## config.mk

```make
export PLATFORM = sky130hd
export DESIGN_NAME = itcm_arb
export DESIGN_NICKNAME = d
export VERILOG_FILES = /design/src/rtl/itcm_arb.sv
export SDC_FILE = /design/constraint.sdc
export NUM_CORES = 1
export LEC_CHECK = 0
export ABC_AREA = 1
export CAP_MARGIN = 5
export CORE_ASPECT_RATIO = 0.5
export CORE_MARGIN = 8
export CORE_UTILIZATION = 40
export CTS_CLUSTER_DIAMETER = 40
export DETAILED_ROUTE_END_ITERATION = 6
export PLACE_DENSITY = 0.87
export SLEW_MARGIN = 30
export SYNTH_ARGS = -nofsm -noshare
export SYNTH_HDL_FRONTEND = slang
export SYNTH_SLANG_ARGS = --single-unit
```

## constraint.sdc

```tcl
create_clock -name clk -period 2 [get_ports clk]
set_input_delay 0.4 -clock clk [delete_from_list [all_inputs] [get_ports clk]]
set_output_delay 0.4 -clock clk [all_outputs]
set_load 0.02 [all_outputs]
```

## src/rtl/itcm_arb.sv

```systemverilog
// itcm_arb: single-port ITCM SRAM arbiter between IFU fetch and LSU port.
// Build option: define ITCM_ARB_RR_EN for round-robin, else LSU priority.
//
// Ports:
//  clk, rst            clock, synchronous active-high reset
//  ifu_req_*           IFU read request (valid/ready, byte address)
//  ifu_rsp_*           IFU read response (valid/ready, data)
//  lsu_req_*           LSU request (valid/ready, addr, we, wstrb, wdata)
//  lsu_rsp_*           LSU response (valid/ready, data; 0 for writes)
//  ram_*               SRAM macro port, read data one cycle after ram_cs
module itcm_arb #(
  parameter int ADDR_W   = 12,
  parameter int MAX_WAIT = 4
) (
  input  logic              clk,
  input  logic              rst,
  input  logic              ifu_req_valid,
  output logic              ifu_req_ready,
  input  logic [ADDR_W-1:0] ifu_req_addr,
  output logic              ifu_rsp_valid,
  input  logic              ifu_rsp_ready,
  output logic [31:0]       ifu_rsp_rdata,
  input  logic              lsu_req_valid,
  output logic              lsu_req_ready,
  input  logic [ADDR_W-1:0] lsu_req_addr,
  input  logic              lsu_req_we,
  input  logic [3:0]        lsu_req_wstrb,
  input  logic [31:0]       lsu_req_wdata,
  output logic              lsu_rsp_valid,
  input  logic              lsu_rsp_ready,
  output logic [31:0]       lsu_rsp_rdata,
  output logic              ram_cs,
  output logic [3:0]        ram_we,
  output logic [ADDR_W-3:0] ram_addr,
  output logic [31:0]       ram_wdata,
  input  logic [31:0]       ram_rdata
);

  typedef enum logic {
    P_IFU = 1'b0,
    P_LSU = 1'b1
  } port_e;

  // stage 1: the beat whose SRAM data arrives this cycle
  logic        s1_vld;
  port_e       s1_port;
  logic        s1_we;

  // one-entry hold buffers per port
  logic        ifu_hold_vld;
  logic [31:0] ifu_hold_data;
  logic        lsu_hold_vld;
  logic [31:0] lsu_hold_data;

  logic        ifu_s1;
  logic        lsu_s1;
  logic [31:0] s1_data;
  logic        ifu_elig;
  logic        lsu_elig;
  logic        ifu_cand;
  logic        lsu_cand;
  logic        ifu_win;
  logic        lsu_win;

  // byte offset bits never reach the SRAM
  logic        unused_addr_lsb;
  assign unused_addr_lsb = ^{ifu_req_addr[1:0], lsu_req_addr[1:0]};

  assign ifu_s1  = s1_vld & (s1_port == P_IFU);
  assign lsu_s1  = s1_vld & (s1_port == P_LSU);
  assign s1_data = s1_we ? 32'h0 : ram_rdata;

  // a port may issue only if its response has somewhere to go
  assign ifu_elig = ~ifu_hold_vld & (~ifu_s1 | ifu_rsp_ready);
  assign lsu_elig = ~lsu_hold_vld & (~lsu_s1 | lsu_rsp_ready);

  assign ifu_cand = ~rst & ifu_req_valid & ifu_elig;
  assign lsu_cand = ~rst & lsu_req_valid & lsu_elig;

`ifdef ITCM_ARB_RR_EN
  port_e rr_ptr;

  assign ifu_win = ifu_cand & (~lsu_cand | (rr_ptr == P_IFU));

  always_ff @(posedge clk) begin
    if (rst) begin
      rr_ptr <= P_IFU;
    end else if (ifu_win) begin
      rr_ptr <= P_LSU;
    end else if (lsu_win) begin
      rr_ptr <= P_IFU;
    end
  end
`else
  localparam int WCW = $clog2(MAX_WAIT + 1);
  localparam logic [WCW-1:0] WMAX = WCW'(MAX_WAIT);

  logic [WCW-1:0] wait_cnt;

  // starvation guard lets IFU through once it has waited long enough
  assign ifu_win = ifu_cand & (~lsu_cand | (wait_cnt == WMAX));

  always_ff @(posedge clk) begin
    if (rst) begin
      wait_cnt <= '0;
    end else if (~ifu_req_valid | ifu_win) begin
      wait_cnt <= '0;
    end else if (ifu_cand & (wait_cnt != WMAX)) begin
      wait_cnt <= wait_cnt + 1'b1;
    end
  end
`endif

  assign lsu_win = lsu_cand & ~ifu_win;

  assign ifu_req_ready = ifu_win;
  assign lsu_req_ready = lsu_win;

  always_comb begin
    ram_cs    = ifu_win | lsu_win;
    ram_we    = 4'h0;
    ram_wdata = 32'h0;
    ram_addr  = ifu_req_addr[ADDR_W-1:2];
    if (lsu_win) begin
      ram_addr  = lsu_req_addr[ADDR_W-1:2];
      ram_wdata = lsu_req_wdata;
      if (lsu_req_we) begin
        ram_we = lsu_req_wstrb;
      end
    end
  end

  // hold output takes priority; reset suppresses in-flight beats
  always_comb begin
    ifu_rsp_valid = 1'b0;
    ifu_rsp_rdata = 32'h0;
    if (!rst) begin
      unique case (1'b1)
        ifu_hold_vld: begin
          ifu_rsp_valid = 1'b1;
          ifu_rsp_rdata = ifu_hold_data;
        end
        ifu_s1: begin
          ifu_rsp_valid = 1'b1;
          ifu_rsp_rdata = s1_data;
        end
        default: ;
      endcase
    end
  end

  always_comb begin
    lsu_rsp_valid = 1'b0;
    lsu_rsp_rdata = 32'h0;
    if (!rst) begin
      unique case (1'b1)
        lsu_hold_vld: begin
          lsu_rsp_valid = 1'b1;
          lsu_rsp_rdata = lsu_hold_data;
        end
        lsu_s1: begin
          lsu_rsp_valid = 1'b1;
          lsu_rsp_rdata = s1_data;
        end
        default: ;
      endcase
    end
  end

  always_ff @(posedge clk) begin
    if (rst) begin
      s1_vld  <= 1'b0;
      s1_port <= P_IFU;
      s1_we   <= 1'b0;
    end else begin
      s1_vld  <= ifu_win | lsu_win;
      s1_port <= lsu_win ? P_LSU : P_IFU;
      s1_we   <= lsu_win & lsu_req_we;
    end
  end

  // SRAM data is only valid for one cycle, so a stalled beat is parked
  always_ff @(posedge clk) begin
    if (rst) begin
      ifu_hold_vld  <= 1'b0;
      ifu_hold_data <= 32'h0;
    end else if (ifu_hold_vld) begin
      if (ifu_rsp_ready) begin
        ifu_hold_vld <= 1'b0;
      end
    end else if (ifu_s1 & ~ifu_rsp_ready) begin
      ifu_hold_vld  <= 1'b1;
      ifu_hold_data <= s1_data;
    end
  end

  always_ff @(posedge clk) begin
    if (rst) begin
      lsu_hold_vld  <= 1'b0;
      lsu_hold_data <= 32'h0;
    end else if (lsu_hold_vld) begin
      if (lsu_rsp_ready) begin
        lsu_hold_vld <= 1'b0;
      end
    end else if (lsu_s1 & ~lsu_rsp_ready) begin
      lsu_hold_vld  <= 1'b1;
      lsu_hold_data <= s1_data;
    end
  end

endmodule

```

==> qor.yml <==
clocking:
  clock-sinks: 72
  root_buffer: "clkbuf_16"
  cts_buffer_depth: 2
  cts_tree: "yes"
  htree_num_levels: 3
  hold_buffers: 0
  clkSlewWorstSetupHoldPaths_ns: 0.06
  numCtsBuffers: 9
  insertion_delay_ns: 0.33
placement:
  portBuffers: 209
  place_area_um2: 6782
  dp_hpwl_um: 12000
  place.gp.congestion: 0.8130
  post-place-cells: 1067
sta:
  worstMarginPinSlew_ns: 0.7526
  slew_headroom: 0.4930
  period_needed_ns: 2.381
  fin_crit_sh: 1.191
  rsz0062_at_grt: "true"
  fin_hold_ws_ns: 0.4813
  setup_viol_count_final: 52
  finalClockSkew_ns: 0.008216
  slew_violations: 0
  finalHoldViolations: 0
  fmax_ghz: 0.4200
  worst_slack_ns: -0.3810
synthesis:
  synthArstFlopShare: 0
  synth.avg_cell_area_um2: 5.897
  synth_top_area_cell: "dfxtp_1"
  netlist_top_cells_count: "nand2_1 (190), nor2_1 (106), a21oi_1 (104), inv_1 (82), dfxtp_1 (72)"
  yosysUniqueCellTypes: 23
  muxShareOfSynthArea: 0
  synth_top_area_frac: 0.3492
  synth_top_family_by_area: "simple AND/OR/NAND/NOR gates"
  yosys.area_share.simple: 0.3037
  yosysMostFrequentCell: "nand2_1"
  synth_nets: 801
  synthCells: 700
  synth_seq_cells: 72
  synth_xor_xnor_area_share: 0
  syn-cell-area_um2: 4128
  synth-adder-area-share: 0.006062
  synth_ff_type: "dfxtp_1"
  ys_seq_area_frac: 0.3492
  synth.top_cells.by_area: "dfxtp_1 (35%), nand2_1 (17%), a21oi_1 (13%)"
  synth_edf_count: 0
  synth_compound_area_frac: 0.2058
  yosysWarnings: 0
setup_path:
  rr_endpoint: "lsu_hold_data[6]$_SDFFE_PP0P_"
  path_class: "flop to output pin"
  path_max_fanout: 6
  crit_path_end_kind: "output pin"
  worstRegToRegCells: 10
  critPathLaunchType: "flop"
  reg2reg_slack_ns: 0
  cp_data_required_time_ns: 1.60
  r2r_start: "s1_vld$_SDFF_PP0_"
  critPathArrivalTime_ns: 1.98
drt:
  wl_per_cell_um: 20.89
  ant_nets: 0
  drt_first_pass_iters: 7
  wl_um: 23630
  via_per_inst: 5.608
  via_count: 6343
  drc: 0
  drtIter0Drc: 720
floorplan:
  die_w_um: 159.7
  die_h_um: 87.83
  die_area_um2: 14020
  core_um2: 10120
  start_util: 0.4080
  num_rows: 26
  io_pins: 214
grt:
  grt_remaining_overflow: 0
  antenna_found_initial: 1
  grt_util_all_layers: 0.2703
  grt_pass1_wl_um: 30740
  grt_max_degree: 67
  grt_pass1_vias: 6112
power:
  vdd_drop_max_uv: 422.8
  power_density_nw_per_um2: 569.7
  power_mw: 4.510
  total_leakage_power_nw: 3.736
worst_hold_path:
  worstHoldStart: "ifu_hold_data[28]$_SDFFE_PP0P_"
  min_path_cells: 2
  hold_class: "flop to flop"
  holdPathEnd: "ifu_hold_data[28]$_SDFFE_PP0P_"
cells_and_area:
  syn_to_final_growth_pct: 91.79
  finalNonFillerCells: 1131
  final_area_um2: 7916
  drive_gt1_frac: 0.3465
  final_nets: 1086
status:
  status: "complete, but fails checks"
  violations: "negative setup slack"
job:
  maxCapViolCount: 0
## per-layer routing
layer | share of wire | up-vias | global-route usage
li1 | - | 2742 | -
met1 | 0.34 | 2900 | 0.2730
met2 | 0.48 | 523 | 0.5152
met3 | 0.099 | 178 | 0.06754
met4 | 0.080 | 0 | 0.1529
met5 | 0 | - | 0
## timing repair
action,in CTS,in global routing
gates resized for setup,589,154
hold endpoints to repair,0,0
gates cloned,5,3
pin swaps,17,7
setup endpoints to repair,115,112
buffers inserted,38,10
## cell type report
| type | count | area (µm²) |
|---|---|---|
| sequential | 72 | 1451 |
| multi-input combinational | 490 | 2539 |
| clock buffer | 11 | 252.7 |
| fill | 562 | 2201 |
| clock inverter | 5 | 31.28 |
| inverter | 89 | 346.6 |
| antenna | 1 | 2.502 |
| tap | 140 | 175.2 |
| timing repair buffer | 323 | 3118 |
## registers in the layout (all words and copies together) (netlist names)
name	cells
ifu_hold_vld	1
s1_vld	1
s1_we	1
lsu_hold_vld	1
ifu_hold_data	32
lsu_hold_data	32
wait_cnt	3
s1_port	1
## critical path, cell delays in order, from the launching register on
cell     delay (ns)
dfxtp_2        0.32
inv_2          0.09
ha_4           0.16
nand2_4        0.06
buf_6          0.13
o21ai_4        0.18
buf_6          0.14
buf_12         0.13
buf_6          0.11
buf_6          0.10
nand2_4        0.04
nand2_2        0.06
buf_6          0.12
## layout by cell type, fill, tap and decap left out, types with 3 or more instances in the layout
| master | Yosys | layout |
|---|---|---|
| a21oi_1 | 104 | 99 |
| a21oi_2 | 0 | 5 |
| buf_12 | 0 | 10 |
| buf_16 | 0 | 4 |
| buf_2 | 17 | 39 |
| buf_4 | 1 | 76 |
| buf_6 | 2 | 81 |
| clkbuf_16 | 0 | 12 |
| clkbuf_2 | 0 | 11 |
| clkdlybuf4s15_2 | 0 | 3 |
| clkdlybuf4s50_1 | 0 | 89 |
| clkinv_2 | 0 | 3 |
| dfxtp_1 | 72 | 66 |
| dfxtp_2 | 0 | 5 |
| dlygate4sd2_1 | 0 | 4 |
| inv_1 | 82 | 77 |
| inv_2 | 6 | 8 |
| nand2_1 | 190 | 169 |
| nand2_2 | 2 | 14 |
| nand2_4 | 0 | 8 |
| nand3_1 | 12 | 10 |
| nand4_1 | 3 | 3 |
| nor2_1 | 106 | 61 |
| nor2_2 | 1 | 19 |
| nor2_4 | 2 | 29 |
| o21ai_0 | 61 | 61 |
| o21ai_1 | 3 | 3 |
## metrics by stage
stage               worst slack (ns)    util  setup TNS, ns
global placement             -0.6795  0.6703         -47.04
global route                 -0.4094  0.7825         -14.92
CTS                          -0.2585  0.7489         -6.816
finish                       -0.3810  0.7825         -13.26
detailed placement           -0.7328  0.6703         -49.43
floorplan                     0.2375       -              0
## logic make-up (layout without fill, tap and decap cells)
logic type | count (synthesis) | in the layout
buffers and inverters | 138 | 428
adders and majority gates | 2 | 2
DFF | 72 | 72
and+or+nand+nor | 319 | 319
other | 0 | 1
AOI/OAI and AO/OA | 169 | 169
## where the power goes
group          internal, mW  total, mW  switching [mW]
clock network         0.903       1.54           0.637
logic                 0.665       1.41           0.746
registers              1.51       1.56          0.0469
total                  3.08       4.51            1.43
## worst max path at each step
stage / start / to / cells past startpoint
after floorplan: wait_cnt[0]$_SDFFE_PP0P_ / ram_wdata[23] / 7
after global placement: ifu_rsp_ready / ram_addr[2] / 9
after detailed placement: ifu_rsp_ready / ram_addr[2] / 9
after CTS: wait_cnt[1]$_SDFFE_PP0P_ / ram_addr[1] / 12
after global routing: wait_cnt[0]$_SDFFE_PP0P_ / ram_addr[8] / 12
final: wait_cnt[0]$_SDFFE_PP0P_ / ram_addr[8] / 12
Power figures use the tool's default switching activity.
